`config.mk`:
```
export PLATFORM = sky130hd
export DESIGN_NAME = alu_8bit
export DESIGN_NICKNAME = d
export VERILOG_FILES = /design/src/rtl/alu_8bit.sv
export SDC_FILE = /design/constraint.sdc
export NUM_CORES = 1
export LEC_CHECK = 0
export ABC_AREA = 1
export BUFFER_PORTS_ARGS = -buffer_cell sky130_fd_sc_hd__buf_4
export CELL_PAD_IN_SITES_DETAIL_PLACEMENT = 0
export CELL_PAD_IN_SITES_GLOBAL_PLACEMENT = 2
export CORE_UTILIZATION = 33
export DETAILED_ROUTE_END_ITERATION = 8
export GPL_TIMING_DRIVEN = 1
export PLACE_DENSITY = 0.9
export RECOVER_POWER = 100
export SETUP_SLACK_MARGIN = 0.02
export SLEW_MARGIN = 40
export SYNTH_ARGS = -nofsm -noshare
export SYNTH_HDL_FRONTEND = slang
export SYNTH_SLANG_ARGS = --single-unit
```
`constraint.sdc`:
```
create_clock -name clk -period 1.2 [get_ports clk]
set_input_delay 0.18 -clock clk [delete_from_list [all_inputs] [get_ports clk]]
set_output_delay 0.18 -clock clk [all_outputs]
set_load 0.01 [all_outputs]
```
`src/rtl/alu_8bit.sv`:
```
// alu_8bit: 8-bit registered ALU.
// A purely combinational stage computes one of 16 operations and its status
// flags from the current operands. The result and the four flags are then
// captured on every rising clock edge, so the outputs show the previous
// cycle's operation. Apart from the output registers, the block holds no state.

module alu_8bit (
    input  logic       clk,
    input  logic       rst_n,
    input  logic [7:0] a_in,
    input  logic [7:0] b_in,
    input  logic [3:0] op,
    output logic [7:0] result,
    output logic       carry,
    output logic       zero,
    output logic       negative,
    output logic       overflow
);

    // Opcode map
    localparam logic [3:0] OP_ADD  = 4'd0;
    localparam logic [3:0] OP_SUB  = 4'd1;
    localparam logic [3:0] OP_INC  = 4'd2;
    localparam logic [3:0] OP_DEC  = 4'd3;
    localparam logic [3:0] OP_AND  = 4'd4;
    localparam logic [3:0] OP_OR   = 4'd5;
    localparam logic [3:0] OP_XOR  = 4'd6;
    localparam logic [3:0] OP_NOT  = 4'd7;
    localparam logic [3:0] OP_NAND = 4'd8;
    localparam logic [3:0] OP_NOR  = 4'd9;
    localparam logic [3:0] OP_XNOR = 4'd10;
    localparam logic [3:0] OP_SHL  = 4'd11;
    localparam logic [3:0] OP_SHR  = 4'd12;
    localparam logic [3:0] OP_ROL  = 4'd13;
    localparam logic [3:0] OP_ROR  = 4'd14;
    localparam logic [3:0] OP_ASR  = 4'd15;

    // Shared arithmetic results. The 9-bit forms expose the carry or borrow in bit 8.
    logic [8:0] sum_ext;
    logic [8:0] diff_ext;
    logic [7:0] inc_val;
    logic [7:0] dec_val;

    assign sum_ext  = {1'b0, a_in} + {1'b0, b_in};
    assign diff_ext = {1'b0, a_in} - {1'b0, b_in};
    assign inc_val  = a_in + 8'd1;
    assign dec_val  = a_in - 8'd1;

    // Next-state values for the output registers
    logic [7:0] result_d;
    logic       carry_d;
    logic       overflow_d;
    logic       zero_d;
    logic       negative_d;

    // Output registers
    logic [7:0] result_q;
    logic       carry_q;
    logic       zero_q;
    logic       negative_q;
    logic       overflow_q;

    // Select the operation result and its carry and overflow for the current opcode
    always_comb begin
        result_d   = 8'h00;
        carry_d    = 1'b0;
        overflow_d = 1'b0;
        unique case (op)
            OP_ADD: begin
                result_d   = sum_ext[7:0];
                carry_d    = sum_ext[8];
                // Operands share a sign, and the sum leaves that sign.
                overflow_d = (a_in[7] == b_in[7]) && (sum_ext[7] != a_in[7]);
            end
            OP_SUB: begin
                result_d   = diff_ext[7:0];
                // Bit 8 of the extended difference is the borrow (A < B unsigned).
                carry_d    = diff_ext[8];
                overflow_d = (a_in[7] != b_in[7]) && (diff_ext[7] != a_in[7]);
            end
            OP_INC: begin
                result_d   = inc_val;
                carry_d    = (a_in == 8'hFF);
                overflow_d = (a_in == 8'h7F);
            end
            OP_DEC: begin
                result_d   = dec_val;
                carry_d    = (a_in == 8'h00);
                overflow_d = (a_in == 8'h80);
            end
            OP_AND:  result_d = a_in & b_in;
            OP_OR:   result_d = a_in | b_in;
            OP_XOR:  result_d = a_in ^ b_in;
            OP_NOT:  result_d = ~a_in;
            OP_NAND: result_d = ~(a_in & b_in);
            OP_NOR:  result_d = ~(a_in | b_in);
            OP_XNOR: result_d = ~(a_in ^ b_in);
            OP_SHL: begin
                result_d = {a_in[6:0], 1'b0};
                carry_d  = a_in[7];
            end
            OP_SHR: begin
                result_d = {1'b0, a_in[7:1]};
                carry_d  = a_in[0];
            end
            OP_ROL: begin
                result_d = {a_in[6:0], a_in[7]};
                carry_d  = a_in[7];
            end
            OP_ROR: begin
                result_d = {a_in[0], a_in[7:1]};
                carry_d  = a_in[0];
            end
            OP_ASR: begin
                result_d = {a_in[7], a_in[7:1]};
                carry_d  = a_in[0];
            end
            default: begin
                result_d   = 8'h00;
                carry_d    = 1'b0;
                overflow_d = 1'b0;
            end
        endcase
    end

    // Derive the zero and negative flags from the newly computed result
    always_comb begin
        zero_d     = (result_d == 8'h00);
        negative_d = result_d[7];
    end

    // Capture result and flags every cycle; asynchronous reset clears everything, including zero
    always_ff @(posedge clk or negedge rst_n) begin
        if (!rst_n) begin
            result_q   <= 8'h00;
            carry_q    <= 1'b0;
            zero_q     <= 1'b0;
            negative_q <= 1'b0;
            overflow_q <= 1'b0;
        end else begin
            result_q   <= result_d;
            carry_q    <= carry_d;
            zero_q     <= zero_d;
            negative_q <= negative_d;
            overflow_q <= overflow_d;
        end
    end

    assign result   = result_q;
    assign carry    = carry_q;
    assign zero     = zero_q;
    assign negative = negative_q;
    assign overflow = overflow_q;

endmodule

```
Yosys cells after proc, flatten, opt, wreduce, memory -nomap -nowiden
Index checks and enable logic that the tools add are counted.
- bits in registers: 12
- input bits: 22
- logic and storage cells: 48
- add/subtract/negate cells: 4
- equal/unequal tests: 22
- mux-type cells: 3
- bitwise operators: 7
- reduce and logical (&&, ||, !) cells: 7
- operators by type and width (kind ; number):
    $pmux W8 S16 ; 1
    $eq A4 B4 Y1 const B ; 8
    $not A8 Y8 ; 4
    $eq A4 B3 Y1 const B ; 4
    $eq A8 B8 Y1 const B ; 2
    $logic_not A8 Y1 ; 2
    $add A8 B8 Y9 ; 1
    $sub A8 B8 Y9 ; 1
    $add A8 B1 Y8 const B ; 1
    $and A8 B8 Y8 ; 1
    $eq A4 B2 Y1 const B ; 2
    $eq A8 B7 Y1 const B ; 1
    $or A8 B8 Y8 ; 1
    $sub A8 B1 Y8 const B ; 1
    $xor A8 B8 Y8 ; 1
    $pmux W1 S6 ; 1
    $eq A4 B1 Y1 const B ; 1
    $logic_not A4 Y1 ; 1
    $pmux W1 S4 ; 1
    $ne A1 B1 Y1 ; 3
    $reduce_or A3 Y1 ; 1
    $logic_and A1 B1 Y1 ; 2
    $reduce_or A2 Y1 ; 1
    $eq A1 B1 Y1 ; 1

Longest topological paths before layout
- word-level depth: 4
- gate-level depth with buffers: 20
- mapped depth without buffers: 19

Worst setup path after synthesis
No wires, ideal clock.
- path type: input to register
- from: input a_in[2]
- to: register zero_q (netlist: zero)
- library setup time: 0.071 ns
- arrival: 1.787 ns
- data required time: 1.129 ns
- slack: -0.658 ns
- cell stages on the path: 16
- path buffers: 1
- cell sequence: buf_2 -> inv_1 -> ha_1 -> inv_1 -> nand2_1 -> nand2_1 -> nand2_1 -> nand3_1 -> nand2_1 -> nand3_1 -> nand3_1 -> nor2_1 -> nand3_2 -> nor2_1 -> nand3_1 -> nor2_1
- RTL lines (what ; line ; RTL):
    start, declared ; 10 ; input logic [7:0] a_in,
    $sub A8 B1 Y8, or another cell as far along ; 47 ; assign dec_val = a_in - 8'd1;
    $pmux W8 S16 (*) ; 68 ; unique case (op)
    net result_d[5] ; 50 ; logic [7:0] result_d;
    $logic_not A8 Y1 (*) ; 128 ; zero_d = (result_d == 8'h00);
    net zero_d ; 53 ; logic zero_d;
    end signal, assigned ; 143 ; zero_q <= zero_d;
    end, declared ; 59 ; logic zero_q;
The timed path passes the listed nets; every way through them passes the cells marked *.

Worst setup path in the final report
- from: input a_in[1]
- to: register zero_q (netlist: zero)
- cells in the longest elaborated chain, start to end: 4
- ends and longest elaborated chain (what ; line):
    branches (longest 2 deep; another with $sub A8 B1 Y8) ; --
    $pmux W8 S16 (*) ; 68
    $logic_not A8 Y1 (*) ; 128
    net zero_d ; 53
Mark *: on every way through the listed nets, which the timed path passes.

==> results.md <==
- Run status: finished, violations left
- Failing checks: setup timing
- Pin count of the biggest net entering global routing: 12
- Synth Area in Compound Gates: 0.1833
- Syn avg cell area: a little under 6 um^2
- Root Buffer: clkbuf_8
- RSZ-0062 raised after global routing: true
- Simple-gate portion of the synthesized area: 0.4102
- Synth area leader: nand2_1
- Total negative setup slack: -4054 ps
- Initial antenna violation count: 0
- Cells after Synth: just over 400
- Measured slew at the worst slew-check pin: between 500 and 600 ps
- Kind of critical path: input pin to flip-flop
- Detailed Place HPWL: 8108 um
- CTS H-tree depth: 1
- Period utilisation layout: 1.471
- # clock sinks: 11
- Most common cell after layout, fill and taps aside: buf_4
- Total vias in the final route: 3389
- Fmax achieved: roughly 570 MHz
- CTS tree: done
- Area of the core: 6832 um^2
- Layout area overhead: 75.07%
- Worst VDD drop: roughly 450 uV
- Post-layout power: 2.341 mW
- Final nets: around 620
- Layout cells sized above 1: 0.4126
- Dpl cells: 648
- Number of global-route vias before repair: 3092
- Mapped cell area: 2349 um^2
- WP data required: 1360 ps
- Top cell type's share of synthesized area: 0.1742
- Hold Crit Depth: 5
- Worst rel slew slack: 0.6466
- Clock Tree Buf Depth: 2
- Drt drc: 0
- Element type at the critical path end: flip-flop
- # fillers: 659
- WL/cell: roughly 15 um
- Initial Utilization: 0.3438
- Starting DRC count in detailed routing: ~190
- Slew Limit Fails: 0
- Clock Pin Slew Worst Setup and Hold Paths: 40 ps
- Post-synthesis xor/xnor area fraction: 0.01492
- Pre-CTS setup slack: -845.3 ps
- Placer Congestion: 1.083
- Pwr Density: 569.4 nW/um^2
- Drt pass-1 iters: 5
- Non-Filler Instances: 668
- Global route overflow: 0
- Port Buffers: 33
- First-pass GRT wire length: 15350 um
- Mux share of post-synthesis cell area: 0
- Period minus WS final: 1766 ps
- Final wirelength: ~10000 um
- CTS Buf Count: 3
- Lkg Pwr: 2.133 nW
- Syn_nets: around 460
- Largest family of logic cells by synthesized area: simple AND/OR/NAND/NOR gates
- Die area: 7458 um^2
- Yosys reg bits: 11
- Post-Synth Adder-Cell Area: 0.1502
- Detail Route Antenna Nets: 0
- Seq/Total Area, Yosys: 0.1172
- Final hold vios: 0
- Num rows: 30
- Die Y: 86.36 um
- Hold WC Path Type: input pin to flip-flop
- Number of distinct library cells after synthesis: 41
- Setup-failing EPs final: 11
- Warnings, synthesis: 0
- CP startpoint kind: input pin
- Total GRT Usage: 0.2658
- DR vias/cell: 5.073
- I/O pins: 34
- CP Max Fanout: 5
- WP data arrival: 1920 ps
- Ant diodes: 0
- Max-capacitance violation count: 0
- Synth top area cells: nand2_1, ha_1, dfrtp_1
- Final WS setup: -565.6 ps
- Most frequent cells in the layout: buf_4, nand2_1, inv_1
- Die W: 86.36 um
## flip-flops by register name, indices dropped and copies added (netlist names)
name and count:
overflow 1, zero 1, carry 1, negative 1
result 7
## Yosys cell counts, drive strengths merged
cell type	instances
or2	2
o2111ai	1
o31ai	1
nor4	1
o41ai	1
o211ai	5
a211oi	3
nor3	7
nor2	44
buf	5
ha	25
inv	64
o22ai	11
o21bai	1
fa	2
nand3	44
o21ai	25
a41o	2
dfrtp	11
clkinv	1
a21oi	19
nor3b	2
nand4	6
o311ai	1
a31oi	1
clkbuf	2
xnor2	1
and3b	1
nand2	114
xor2	3
a22oi	1
## report_power, final
part           leakage [nW]  total [mW]  internal, mW  switching [mW]
Clock                0.0228       0.352         0.232           0.121
Sequential            0.137       0.434         0.421          0.0127
Combinational          1.97        1.55         0.733           0.822
## final timing paths
check | start | slack [ps] | end
min in group asynchronous | rst_n | 440 | result[0]
max in group asynchronous | rst_n | 410 | carry
worst min-delay path | a_in[7] | 420 | overflow
worst max-delay path | a_in[1] | -570 | zero
## layer usage
layer | global-route usage | vias up | wire length, um
met5 | 0 | - | 0
met4 | 0.1227 | 0 | 496
met3 | 0.01810 | 40 | 500
met2 | 0.4473 | 142 | 4670
met1 | 0.3472 | 1530 | 4389
li1 | - | 1677 | -
## final cells by class
cell class	instances	area [um^2]	share of cell area
Tap cell	96	120.1	0.02921
Inverter	65	272.8	0.06634
Clock buffer	4	45.04	0.01096
Sequential cell	11	275.3	0.06695
Multi-Input combinational cell	324	2072	0.5040
Timing Repair Buffer	168	1326	0.3226
## through the flow
step           hold slack (ps)  utilization  instance area [um^2]
6_report                 424.6       0.6018                  4111
4_1_cts                  320.0       0.5663                  3869
5_1_grt                  452.3       0.6018                  4111
2_1_floorplan           -115.6            -                  2469
3_3_place_gp             11.66       0.5401                  3690
3_5_place_dp             14.20       0.5401                  3690
## cells by family (layout without fill, tap and decap cells)
family          count (synthesis)  count (layout)
xor+xnor                        4               4
flops                          11              11
fa+ha+maj                      27              27
compound gates                 72              72
simple gates                  221             221
buf+inv                        72             237
## what timing repair did
item                                    CTS  global route
hold buffers                              1             0
resized for setup                        32            49
pin swaps                                10            11
gates cloned                              0             0
endpoints found under the hold margin    11             0
buffers inserted                          3            13
endpoints found under the setup margin   11            11
## critical path: stages
cell	delay, ps
buf_8	80
clkinvlp_4	150
buf_4	190
fa_2	370
o21ai_2	160
nand2_1	90
nand2_1	60
nand2_1	50
nand2_1	70
nand2_1	70
nor3b_2	160
nor2_2	120
nand3_1	80
nor2_1	110
Note: power is estimated with default switching activity, not from simulation.
